### src/rtl/operand_forward_ctrl_pkg.sv
// Shared constants, shadow-entry layout and FSM codes for the EX-stage operand forwarding controller.
package operand_forward_ctrl_pkg;

   localparam int REG_ADDR_W = 5;
   localparam int SEL_W      = 3;

   typedef logic [SEL_W-1:0]      sel_t;
   typedef logic [REG_ADDR_W-1:0] reg_addr_t;

   localparam sel_t      SEL_RF         = 3'd0;
   localparam sel_t      SEL_EXMEM_ALU  = 3'd1;
   localparam sel_t      SEL_MEMWB_ALU  = 3'd2;
   localparam sel_t      SEL_MEMWB_LOAD = 3'd3;
   localparam sel_t      SEL_RETIRED    = 3'd4;
   localparam reg_addr_t REG_ZERO       = 5'd0;

   typedef struct packed {
      logic      valid;
      reg_addr_t rd;
      logic      wen;
      logic      is_load;
   } shadow_t;

   localparam shadow_t SHADOW_BUBBLE = '{valid: 1'b0, rd: 5'd0, wen: 1'b0, is_load: 1'b0};

   typedef enum logic [1:0] {
      ST_RUN     = 2'd0,
      ST_LDSTALL = 2'd1,
      ST_FROZEN  = 2'd2
   } fsm_state_t;

   function automatic logic shadow_hit(input shadow_t entry, input reg_addr_t rs);
      return entry.valid & entry.wen & (entry.rd == rs);
   endfunction

endpackage

### src/rtl/operand_forward_ctrl_if.sv
// ID-stage request, control and forwarding-select bundle; counters exist only with OPERAND_FORWARD_STATS_EN.
interface operand_forward_ctrl_if;
   import operand_forward_ctrl_pkg::*;

   logic      ID_VALID;
   reg_addr_t ID_RS1;
   reg_addr_t ID_RS2;
   logic      ID_RS1_USED;
   logic      ID_RS2_USED;
   reg_addr_t ID_RD;
   logic      ID_WRITE_EN;
   logic      ID_IS_LOAD;
   logic      BUSY;
   logic      FLUSH;
   sel_t      FWD_SEL_A;
   sel_t      FWD_SEL_B;
   logic      STALL;
`ifdef OPERAND_FORWARD_STATS_EN
   logic [31:0] STALL_COUNT;
   logic [31:0] FWD_COUNT;
`endif

   modport master (
      output ID_VALID, ID_RS1, ID_RS2, ID_RS1_USED, ID_RS2_USED,
      output ID_RD, ID_WRITE_EN, ID_IS_LOAD, BUSY, FLUSH,
      input  FWD_SEL_A, FWD_SEL_B, STALL
`ifdef OPERAND_FORWARD_STATS_EN
      , input STALL_COUNT, FWD_COUNT
`endif
   );

   modport slave (
      input  ID_VALID, ID_RS1, ID_RS2, ID_RS1_USED, ID_RS2_USED,
      input  ID_RD, ID_WRITE_EN, ID_IS_LOAD, BUSY, FLUSH,
      output FWD_SEL_A, FWD_SEL_B, STALL
`ifdef OPERAND_FORWARD_STATS_EN
      , output STALL_COUNT, FWD_COUNT
`endif
   );

endinterface

### src/rtl/operand_forward_ctrl_fwd_select_logic.sv
// Per-operand select, youngest producer first; load_hit flags a load in EX that this source needs.
module fwd_select_logic
   import operand_forward_ctrl_pkg::*;
(
   input  reg_addr_t rs,
   input  logic      used,
   input  shadow_t   sh_ex,
   input  shadow_t   sh_mem,
   input  shadow_t   sh_wb,
   output sel_t      sel,
   output logic      load_hit
);

   // Priority chain; the retired slot never forwards because the register file already holds it.
   always_comb begin
      sel      = SEL_RF;
      load_hit = 1'b0;
      if (!used || (rs == REG_ZERO)) begin
         sel = SEL_RF;
      end else begin
         load_hit = shadow_hit(sh_ex, rs) & sh_ex.is_load;
         if (shadow_hit(sh_ex, rs) && !sh_ex.is_load) begin
            sel = SEL_EXMEM_ALU;
         end else if (shadow_hit(sh_mem, rs)) begin
            sel = sh_mem.is_load ? SEL_MEMWB_LOAD : SEL_MEMWB_ALU;
         end else if (shadow_hit(sh_wb, rs)) begin
            sel = SEL_RETIRED;
         end else begin
            sel = SEL_RF;
         end
      end
   end

endmodule

### src/rtl/operand_forward_ctrl.sv
// EX-operand forwarding and load-use hazard controller.
// Optional OPERAND_FORWARD_STATS_EN adds STALL_COUNT / FWD_COUNT.
module operand_forward_ctrl
   import operand_forward_ctrl_pkg::*;
(
   input logic                   CLK,
   input logic                   RESET,
   operand_forward_ctrl_if.slave bus
);

   shadow_t    sh_ex_q, sh_ex_d, sh_mem_q, sh_mem_d, sh_wb_q, sh_wb_d, sh_ret_q, sh_ret_d;
   sel_t       sel_a_q, sel_a_d, sel_b_q, sel_b_d;
   sel_t       sel_a_s, sel_b_s;
   logic       load_hit_a_s, load_hit_b_s;
   logic       hazard_s, stall_s;
   shadow_t    id_entry_s;
   fsm_state_t state_q, state_d;

   fwd_select_logic u_sel_a (
      .rs(bus.ID_RS1), .used(bus.ID_RS1_USED),
      .sh_ex(sh_ex_q), .sh_mem(sh_mem_q), .sh_wb(sh_wb_q),
      .sel(sel_a_s), .load_hit(load_hit_a_s)
   );

   fwd_select_logic u_sel_b (
      .rs(bus.ID_RS2), .used(bus.ID_RS2_USED),
      .sh_ex(sh_ex_q), .sh_mem(sh_mem_q), .sh_wb(sh_wb_q),
      .sel(sel_b_s), .load_hit(load_hit_b_s)
   );

   // A flushed hazard never stalls: the consumer is being killed anyway.
   assign hazard_s = bus.ID_VALID & (load_hit_a_s | load_hit_b_s);
   assign stall_s  = hazard_s & ~bus.BUSY & ~bus.FLUSH & ~RESET;

   always_comb begin
      id_entry_s = SHADOW_BUBBLE;
      if (bus.ID_VALID) begin
         id_entry_s = '{valid: 1'b1, rd: bus.ID_RD, wen: bus.ID_WRITE_EN, is_load: bus.ID_IS_LOAD};
      end else begin
         id_entry_s = SHADOW_BUBBLE;
      end
   end

   always_comb begin
      sh_ex_d  = sh_ex_q;
      sh_mem_d = sh_mem_q;
      sh_wb_d  = sh_wb_q;
      sh_ret_d = sh_ret_q;
      sel_a_d  = sel_a_q;
      sel_b_d  = sel_b_q;
      if (RESET) begin
         sh_ex_d  = SHADOW_BUBBLE;
         sh_mem_d = SHADOW_BUBBLE;
         sh_wb_d  = SHADOW_BUBBLE;
         sh_ret_d = SHADOW_BUBBLE;
         sel_a_d  = SEL_RF;
         sel_b_d  = SEL_RF;
      end else if (bus.BUSY) begin
         sh_ex_d  = sh_ex_q;
         sel_a_d  = sel_a_q;
         sel_b_d  = sel_b_q;
      end else begin
         sh_mem_d = sh_ex_q;
         sh_wb_d  = sh_mem_q;
         sh_ret_d = sh_wb_q;
         if (bus.FLUSH || hazard_s || !bus.ID_VALID) begin
            sh_ex_d = SHADOW_BUBBLE;
            sel_a_d = SEL_RF;
            sel_b_d = SEL_RF;
         end else begin
            sh_ex_d = id_entry_s;
            sel_a_d = sel_a_s;
            sel_b_d = sel_b_s;
         end
      end
   end

   always_comb begin
      state_d = state_q;
      if (RESET) begin
         state_d = ST_RUN;
      end else if (bus.BUSY) begin
         state_d = ST_FROZEN;
      end else begin
         case (state_q)
            ST_RUN:     state_d = stall_s ? ST_LDSTALL : ST_RUN;
            ST_LDSTALL: state_d = ST_RUN;
            ST_FROZEN:  state_d = ST_RUN;
            default:    state_d = ST_RUN;
         endcase
      end
   end

   always_ff @(posedge CLK) begin
      sh_ex_q  <= sh_ex_d;
      sh_mem_q <= sh_mem_d;
      sh_wb_q  <= sh_wb_d;
      sh_ret_q <= sh_ret_d;
      sel_a_q  <= sel_a_d;
      sel_b_q  <= sel_b_d;
      state_q  <= state_d;
   end

   assign bus.FWD_SEL_A = sel_a_q;
   assign bus.FWD_SEL_B = sel_b_q;
   assign bus.STALL     = stall_s;

`ifdef OPERAND_FORWARD_STATS_EN
   logic [31:0] stall_count_q, stall_count_d, fwd_count_q, fwd_count_d;
   logic        normal_adv_s;

   assign normal_adv_s = ~RESET & ~bus.BUSY & ~bus.FLUSH & ~hazard_s & bus.ID_VALID;

   always_comb begin
      stall_count_d = stall_count_q;
      fwd_count_d   = fwd_count_q;
      if (RESET) begin
         stall_count_d = 32'd0;
         fwd_count_d   = 32'd0;
      end else begin
         if (stall_s) begin
            stall_count_d = stall_count_q + 32'd1;
         end else begin
            stall_count_d = stall_count_q;
         end
         if (normal_adv_s && ((sel_a_s != SEL_RF) || (sel_b_s != SEL_RF))) begin
            fwd_count_d = fwd_count_q + 32'd1;
         end else begin
            fwd_count_d = fwd_count_q;
         end
      end
   end

   always_ff @(posedge CLK) begin
      stall_count_q <= stall_count_d;
      fwd_count_q   <= fwd_count_d;
   end

   assign bus.STALL_COUNT = stall_count_q;
   assign bus.FWD_COUNT   = fwd_count_q;
`endif

endmodule

### src/flat_wrapper.sv
// flat-port wrapper written by rule: the top's interface ports become plain ports
module operand_forward_ctrl_flat import operand_forward_ctrl_pkg::*;
  (CLK, RESET, bus_ID_VALID, bus_ID_RS1, bus_ID_RS2, bus_ID_RS1_USED, bus_ID_RS2_USED, bus_ID_RD, bus_ID_WRITE_EN, bus_ID_IS_LOAD, bus_BUSY, bus_FLUSH, bus_FWD_SEL_A, bus_FWD_SEL_B, bus_STALL);
  operand_forward_ctrl_if bus_i ();
  input logic CLK;
  input logic RESET;
  input wire logic [$bits(bus_i.ID_VALID)-1:0] bus_ID_VALID;
  input wire logic [$bits(bus_i.ID_RS1)-1:0] bus_ID_RS1;
  input wire logic [$bits(bus_i.ID_RS2)-1:0] bus_ID_RS2;
  input wire logic [$bits(bus_i.ID_RS1_USED)-1:0] bus_ID_RS1_USED;
  input wire logic [$bits(bus_i.ID_RS2_USED)-1:0] bus_ID_RS2_USED;
  input wire logic [$bits(bus_i.ID_RD)-1:0] bus_ID_RD;
  input wire logic [$bits(bus_i.ID_WRITE_EN)-1:0] bus_ID_WRITE_EN;
  input wire logic [$bits(bus_i.ID_IS_LOAD)-1:0] bus_ID_IS_LOAD;
  input wire logic [$bits(bus_i.BUSY)-1:0] bus_BUSY;
  input wire logic [$bits(bus_i.FLUSH)-1:0] bus_FLUSH;
  output wire logic [$bits(bus_i.FWD_SEL_A)-1:0] bus_FWD_SEL_A;
  output wire logic [$bits(bus_i.FWD_SEL_B)-1:0] bus_FWD_SEL_B;
  output wire logic [$bits(bus_i.STALL)-1:0] bus_STALL;
  assign bus_i.ID_VALID = bus_ID_VALID;
  assign bus_i.ID_RS1 = bus_ID_RS1;
  assign bus_i.ID_RS2 = bus_ID_RS2;
  assign bus_i.ID_RS1_USED = bus_ID_RS1_USED;
  assign bus_i.ID_RS2_USED = bus_ID_RS2_USED;
  assign bus_i.ID_RD = bus_ID_RD;
  assign bus_i.ID_WRITE_EN = bus_ID_WRITE_EN;
  assign bus_i.ID_IS_LOAD = bus_ID_IS_LOAD;
  assign bus_i.BUSY = bus_BUSY;
  assign bus_i.FLUSH = bus_FLUSH;
  assign bus_FWD_SEL_A = bus_i.FWD_SEL_A;
  assign bus_FWD_SEL_B = bus_i.FWD_SEL_B;
  assign bus_STALL = bus_i.STALL;
  operand_forward_ctrl u_core (.CLK(CLK), .RESET(RESET), .bus(bus_i));
endmodule
### config.mk
export PLATFORM = sky130hd
export DESIGN_NAME = operand_forward_ctrl_flat
export DESIGN_NICKNAME = d
export VERILOG_FILES = /design/src/rtl/operand_forward_ctrl_pkg.sv /design/src/rtl/operand_forward_ctrl_if.sv /design/src/rtl/operand_forward_ctrl_fwd_select_logic.sv /design/src/rtl/operand_forward_ctrl.sv /design/src/flat_wrapper.sv
export SDC_FILE = /design/constraint.sdc
export NUM_CORES = 1
export LEC_CHECK = 0
export BUFFER_PORTS_ARGS = -buffer_cell sky130_fd_sc_hd__buf_2
export CORE_ASPECT_RATIO = 1.5
export CORE_MARGIN = 2
export CORE_UTILIZATION = 45
export DETAILED_ROUTE_END_ITERATION = 6
export GPL_TIMING_DRIVEN = 1
export PLACE_DENSITY = 0.72
export SLEW_MARGIN = 20
export SYNTH_ARGS = -nofsm -noshare
export SYNTH_HDL_FRONTEND = slang
export SYNTH_SLANG_ARGS = --single-unit
### constraint.sdc
create_clock -name CLK -period 1.6 [get_ports CLK]
set_input_delay 0.08 -clock CLK [delete_from_list [all_inputs] [get_ports CLK]]
set_output_delay 0.08 -clock CLK [all_outputs]
set_load 0.01 [all_outputs]
Yosys cells after proc, flatten, opt, wreduce, memory -nomap -nowiden
Index checks and enable logic that the tools add are counted.
W data, S select, Z words.
{"block": "word_totals", "reg_bits": 29, "inputBits": 24, "out_inout_bits": 7}
{"block": "classes", "n_eq_ne": 6, "mux": 15, "bitwise": 19, "n_reduce_logical": 12}
{"cell": "$eq A5 B5 Y1", "n": 6}
{"cell": "$mux W3", "n": 10}
{"cell": "$mux W8", "n": 2}
{"cell": "$and A1 B1 Y1", "n": 15}
{"cell": "$logic_not A5 Y1", "n": 2}
{"cell": "$logic_not A1 Y1", "n": 4}
{"cell": "$logic_or A1 B1 Y1", "n": 4}
{"cell": "$mux W1", "n": 3}
{"cell": "$not A1 Y1", "n": 3}
{"cell": "$logic_and A1 B1 Y1", "n": 2}
{"cell": "$or A1 B1 Y1", "n": 1}

Longest topological paths before layout
Gate-level depths: netlist of run 1.
{"block": "depth", "word_depth": 9, "depth_mapped": 6, "mapped_depth_nobuf": 5}

Hierarchy
A second synthesis of run 1 with hierarchy kept.
{"block": "unflattened", "hier_cells": 149, "hier_area_um2": 1541.5}
{"module": "operand_forward_ctrl", "n_inst": 1, "cells_each": 87, "area_each_um2": 1056.0, "seq_area_each_um2": 600.6}
{"module": "fwd_select_logic", "n_inst": 2, "cells_each": 31, "area_each_um2": 242.7, "seq_area_each_um2": 0.0}

Worst setup path after synthesis of run 1
OpenSTA, ideal clock, no wires.
{"block": "synth_timing", "kind": "register -> output", "startpoint": "register u_core.sh_ex_q[6] in the netlist's numbering", "endpoint": "output port bus_STALL", "t_arrival_ns": 1.494, "slack_ns": 0.026, "stages_incl_launch_ff": 6, "n_path_buf": 0, "cell_sequence": "dfxtp_1 > xnor2_1 > nand2_1 > or4b_4 > a21oi_4 > and2_1"}
{"block": "synth_between", "elab_chain_len": 9}
{"element": "from (decl)", "line": "operand_forward_ctrl.sv:11", "source": "shadow_t sh_ex_q, sh_ex_d, sh_mem_q, sh_mem_d, sh_wb_q, sh_wb_d, sh_ret_q, sh_ret_d;"}
{"element": "from (signal assigned)", "line": "operand_forward_ctrl.sv:95", "source": "sh_ex_q <= sh_ex_d;"}
{"element": "$eq A5 B5 Y1", "line": "operand_forward_ctrl_pkg.sv:33", "source": "return entry.valid & entry.wen & (entry.rd == rs);"}
{"element": "$and A1 B1 Y1", "line": "operand_forward_ctrl_pkg.sv:33"}
{"element": "$and A1 B1 Y1", "line": "operand_forward_ctrl_fwd_select_logic.sv:21", "source": "load_hit = shadow_hit(sh_ex, rs) & sh_ex.is_load;"}
{"element": "$mux W1", "line": "operand_forward_ctrl_fwd_select_logic.sv:18", "source": "if (!used || (rs == REG_ZERO)) begin"}
{"element": "$or A1 B1 Y1 (*)", "line": "operand_forward_ctrl.sv:32", "source": "assign hazard_s = bus.ID_VALID & (load_hit_a_s | load_hit_b_s);"}
{"element": "$and A1 B1 Y1 (*)", "line": "operand_forward_ctrl.sv:32"}
{"element": "$and A1 B1 Y1 (*) (3 in series)", "line": "operand_forward_ctrl.sv:33", "source": "assign stall_s = hazard_s & ~bus.BUSY & ~bus.FLUSH & ~RESET;"}
{"element": "to (decl)", "line": "flat_wrapper.sv:19", "source": "output wire logic [$bits(bus_i.STALL)-1:0] bus_STALL;"}
Mark *: on every way between the ends. The rest lies on a longest branch, timed or not.

Worst setup path in the final report of run 1
{"block": "layout_timing", "startpoint": "register u_core.sh_ex_q[2] in the netlist's numbering", "endpoint": "output port bus_STALL"}
The elaborated chain is that of the path after synthesis.

==> results of run 1 <==
tightest hold or removal path, stage by stage:
cell and delay (ns):
buf_2 0.10, nand2_1 0.04, o21ai_0 0.06
placed cells by master, fill, tap and decap left out, drive strengths merged, types with 2 or more instances in the layout:
cell type  instances
buf               60
dfxtp             29
nand2             27
xnor2             18
nor2              17
mux2i             15
xor2              12
o21ai             11
nand4              6
clkbuf             6
nor3               4
o31ai              4
and2               3
or4                2
nor4               2
nand3b             2
o21ba              2
clkinv             2
report_power, final:
part	internal, W	switching [W]
logic	0.000115	0.000108
registers	0.000732	0.0000103
clock network	0.000300	0.000266
layer usage:
layer | vias up | global-route usage (%) | wire length, um
li1 | 707 | - | -
met1 | 674 | 21.3 | 1510
met2 | 54 | 41.0 | 2250
met3 | 24 | 5.69 | 164
met4 | 0 | 17.0 | 211
met5 | - | 0 | 0
cell type report:
cell class / instances / share of cell area (%)
Clock buffer: 6 / 3.47
Clock inverter: 2 / 0.478
Inverter: 1 / 0.179
Multi-Input combinational cell: 135 / 46.2
Sequential cell: 29 / 28.0
Tap cell: 42 / 2.51
Timing Repair Buffer: 60 / 19.2
stage by stage:
step	worst slack (ns)	cell area [um^2]	power (W)	instances	hold slack [ns]
floorplan	0.0256	1540	0.000852	171	0.220
global placement	-0.0159	1830	0.000935	254	0.330
detailed placement	-0.0875	1830	0.000937	254	0.334
CTS	-0.259	2060	0.00153	275	0.0284
global route	-0.389	2090	0.00160	275	0.0479
finish	-0.258	2090	0.00153	275	0.0361
final timing paths:
path / slack [ns] / to / cells after the start
setup reg to reg: -0.25 / u_core.sh_ex_q[2] / 9
setup / recovery: -0.26 / bus_STALL / 6
hold / removal: 0.04 / u_core.sh_ex_q[4] / 3
hold reg to reg: 0.45 / u_core.bus.FWD_SEL_A[2] / 2
cell families (layout without fill, tap and decap cells):
family | count (synthesis) | count (layout)
AOI/OAI and AO/OA | 21 | 21
xor gates and xnor gates | 30 | 30
buffers and inverters | 7 | 69
DFF | 29 | 29
muxes | 15 | 15
and+or+nand+nor | 69 | 69
flip-flops by register name (all words and copies together), names as in the netlist:
signal	cells
u_core.sh_wb_q	7
u_core.bus.FWD_SEL_A	3
u_core.sh_ex_q	8
u_core.bus.FWD_SEL_B	3
u_core.sh_mem_q	8
what timing repair did:
action | in CTS | in global routing
resized for setup | 16 | 11
hold buffers | 0 | 0
endpoints found under the setup margin | 9 | 15
setup buffers | 14 | 3
pin swaps | 15 | 7
==> results_dict.tcl, run 1 <==
set metrics [dict create \
    crit_start "u_core.sh_ex_q[2]" \
    worstPathArrival_ns 1.78 \
    die_x_um 51.7 \
    nFillCells 286 \
    crit-reg2reg-launch "u_core.sh_ex_q[2]" \
    cellLeakagePower_nw 0.895 \
    portBuffers 30 \
    fin_ws_ns -0.258 \
    run_status "finished with violations" \
    synthTopCellsByArea "dfxtp_1 38%, xnor2_1 10%, mux2i_1 9.8%" \
    yosysWarnings 0 \
    hold_viol_final 0 \
    max_cap_violations 0 \
    multi_input_area_um2 966 \
    crit_chain "xnor2_2, nand2_1, or4b_4, a21oi_4, and2_1, buf_2" \
    cts_sinks 29 \
    synthCells 171 \
    muxShareOfSynthArea_pct 9.77 \
    synth_cell_types 33 \
    synth_top_area_cell "dfxtp_1" \
    critical_path.top_delay_family "simple AND/OR/NAND/NOR gates" \
    vias_per_cell 5.31 \
    cts_tree "built" \
    cts_buffers 5 \
    synthToLayoutAreaGrowth_pct 36.2 \
    synth-xor-area-share_pct 17.1 \
    synth_area_um2 1540 \
    yosys.area_share.simple_pct 22.3 \
    cts_buffer_depth 2 \
    diodes 0 \
    slowest_stage "or4b_4" \
    hpwl_um 2960 \
    final-max-slew-violation-count 0 \
    fin_util_pct 62.4 \
    h-tree-depth 2 \
    synth_compound_area_share_pct 10.1 \
    synth.most_common_cell "dfxtp_1" \
    cp-start-kind "flop" \
    clockRootBuffer "clkbuf_8" \
    coreArea_um2 3350 \
    pin_count 31 \
    period_needed_ns 1.86 \
    regArea_um2 586 \
    hold_path.class "input port to flop" \
    wl_um 4140 \
    synth.avg_cell_area_um2 8.99 \
    critical-path-max-stage-delay_ns 0.54 \
    cp-end-kind "output port" \
    critPathBufInv 1 \
    dr.pass1.iters 4 \
    die_h_um 75.6 \
    ys_seq_elements 29 \
    synth_top_cell_area_share_pct 37.8 \
    layout-drive-gt1-share_pct 37.8 \
    rsz0062_at_grt "yes" \
    fp-row-count 26 \
    grt_pass1_vias 1438 \
    slew-limit-headroom_pct 77.3 \
    hp-start "bus_ID_RD[2]" \
    fmax_mhz 538 \
    cp_max_fo 2 \
    drc 0 \
    setup_viol 15 \
    yosysSeqAreaShare_pct 37.8 \
    synth-adder-area-share_pct 0 \
    grt_antenna_before_repair 0 \
    worstMarginPinSlew_ns 0.338 \
    vias 1459 \
    clock_latency_ns 0.28 \
    vdd.ir_drop.worst_mv 0.730 \
    synth_ff_type "dfxtp_1" \
    clk_pin_slew_worst_paths_ns 0.06 \
    start_util_pct 45.9 \
    p_per_area_nw_per_um2 732 \
    criticalPathCategory "flop to output port" \
    avgRoutedWirePerCell_um 15.1 \
    grt_overflow 0 \
    synth-edff-count 0 \
    async_reset_ff_share_pct 0 \
    syn_nets 195 \
    grt.total_usage_pct 22.5 \
    required_ns 1.52 \
    synth_top_family_by_area "simple AND/OR/NAND/NOR gates" \
    first_iter_violations 24 \
    fin_nets 256 \
    violations "setup timing" \
    synthTopCellsByCount "29 x dfxtp_1, 27 x nand2_1, 18 x xnor2_1, 17 x nor2_1, 15 x mux2i_1" \
    timing.setup.tns_ns -3.04 \
    gp_congestion 0.833 \
    grt_max_degree 17 \
    dieArea_um2 3910 \
    ant_nets 0 \
    fin_crit_sh_pct 116 \
    final.setup_skew_ns 0.00570 \
    grt_pass1_wl_um 6350 \
]
Note: power is estimated with default switching activity, not from simulation.
==> inputs of run 2 (changes only) <==
- CELL_PAD_IN_SITES_DETAIL_PLACEMENT: unset -> 0
- CELL_PAD_IN_SITES_GLOBAL_PLACEMENT: unset -> 1
- CORE_UTILIZATION: 45 -> 36
- PLACE_DENSITY: 0.72 -> 0.76
==> results_dict.tcl, run 2 (synthesis gave the netlist of run 1 again) <==
set metrics [dict create \
    run_status "finished with violations" \
    grt_max_degree 17 \
    diodes 0 \
    cts_tree "built" \
    cp_max_fo 2 \
    fmax_mhz 539 \
    portBuffers 30 \
    nFillCells 413 \
    period_needed_ns 1.85 \
    worstPathArrival_ns 1.77 \
    hold_viol_final 0 \
    critical-path-max-stage-delay_ns 0.54 \
    criticalPathCategory "flop to output port" \
    pin_count 31 \
    cp-end-kind "output port" \
    drc 0 \
    ant_nets 0 \
    instances_no_fill 278 \
    rsz0062_at_grt "yes" \
    dieArea_um2 4820 \
    gp_congestion 0.877 \
    fin_crit_sh_pct 116 \
    h-tree-depth 2 \
    synthToLayoutAreaGrowth_pct 32.7 \
    vdd.ir_drop.worst_mv 0.584 \
    violations "setup timing" \
    first_iter_violations 15 \
    grt.total_usage_pct 18.1 \
    final_common_cell "buf_2" \
    layout-drive-gt1-share_pct 34.5 \
    grt_pass1_vias 1402 \
    cellLeakagePower_nw 0.865 \
    clockRootBuffer "clkbuf_8" \
    setup_viol 15 \
    cts_buffer_depth 2 \
    slew-limit-headroom_pct 74.8 \
    vias_per_cell 4.98 \
    crit_chain "xnor2_2, nand2_1, or4b_4, a21oi_4, and2_1, buf_2" \
    hpwl_um 3020 \
    max_cap_violations 0 \
    wl_um 3950 \
    required_ns 1.52 \
    clk_pin_slew_worst_paths_ns 0.06 \
    worstMarginPinSlew_ns 0.376 \
    hold_path.class "input port to flop" \
    cp-start-kind "flop" \
    die_h_um 84.0 \
    start_util_pct 36.8 \
    fp-row-count 29 \
    dp.cells 262 \
    critPathBufInv 1 \
    fin_ws_ns -0.254 \
    final-max-slew-violation-count 0 \
    post-place-ws_ns -0.0574 \
    dr.pass1.iters 4 \
    vias 1384 \
    final.setup_skew_ns 0.00449 \
    final_cell_mix "30 x buf_2, 27 x nand2_1, 27 x buf_4, 25 x dfxtp_1, 17 x nor2_1" \
    grt_overflow 0 \
    reg.largest.list "u_core.sh_ex_q (8), u_core.sh_mem_q (8), u_core.sh_wb_q (7)" \
    slowest_stage "or4b_4" \
    clock_latency_ns 0.28 \
    critical_path.top_delay_family "simple AND/OR/NAND/NOR gates" \
    cts_buffers 5 \
    die_x_um 57.3 \
    cts_sinks 29 \
    grt_antenna_before_repair 0 \
    fin_nets 255 \
    avgRoutedWirePerCell_um 14.2 \
    grt_pass1_wl_um 6560 \
    coreArea_um2 4170 \
    p_per_area_nw_per_um2 744 \
]
run 2: cell count changes in the layout (fill, tap and decap cells not counted), sizes merged:
cell	previous run	this run
clkbuf	6	8
buf	60	59
clkinv	2	0
run 2: repair_timing:
action / CTS / global route
pin swaps: 10 / 10
hold buffers: 0 / 0
endpoints found under the setup margin: 8 / 15
hold endpoints to repair: 0 / 0
setup buffers: 6 / 3
resized for setup: 4 / 8
cloned: 0 / 0
run 2: per-layer routing:
layer	part of all wire (%)	global-route usage (%)	wire length, um	up-vias
met2	55	33.1	2190	28
met1	39	19.0	1560	640
li1	-	-	-	711
met4	1.9	7.61	74	0
met5	0	0	0	-
met3	3.3	4.19	130	5
run 2: through the flow:
stage | util, % | hold WS, ns | power [W] | setup TNS, ns | area (um^2)
after floorplan | - | 0.220 | 0.000852 | 0 | 1540
after global placement | 44.6 | 0.330 | 0.000943 | -0.0726 | 1860
after detailed placement | 44.6 | 0.340 | 0.000945 | -0.275 | 1860
after CTS | 47.7 | 0.0348 | 0.00153 | -1.30 | 1990
after global routing | 48.9 | 0.0553 | 0.00158 | -3.20 | 2040
final | 48.9 | 0.0382 | 0.00152 | -1.82 | 2040
run 2: path summary, 6_finish.rpt:
path / cells past startpoint / startpoint / to / slack (ns)
worst max-delay path: 6 / u_core.sh_ex_q[6] / bus_STALL / -0.25
worst min-delay path: 3 / bus_ID_RD[0] / u_core.sh_ex_q[2] / 0.04
worst max register to register: 10 / u_core.sh_ex_q[2] / u_core.bus.FWD_SEL_B[0] / -0.16
worst min register to register: 2 / u_core.bus.FWD_SEL_A[0] / u_core.bus.FWD_SEL_A[0] / 0.45
run 2: cell type report:
class | instances | area [um^2] | share of cell area [%]
Clock buffer | 8 | 80.1 | 3.93
Inverter | 1 | 3.75 | 0.184
Tap cell | 46 | 57.6 | 2.82
Timing Repair Buffer | 59 | 375 | 18.4
Sequential cell | 29 | 586 | 28.7
Multi-Input combinational cell | 135 | 937 | 46.0
run 2: power by group:
part | internal, W | leakage [nW] | total [W] | switching (W)
Sequential | 0.000732 | 0.236 | 0.000741 | 0.00000958
Combinational | 0.000107 | 0.589 | 0.000206 | 0.0000993
Clock | 0.000308 | 0.0395 | 0.000570 | 0.000262
Total | 0.00115 | 0.865 | 0.00152 | 0.000371
run 2: worst min-delay path: cells and delay by family:
family / cells / cell delay, ns
buf+inv: 1 / 0.09
compound gates: 1 / 0.06
simple gates: 1 / 0.05
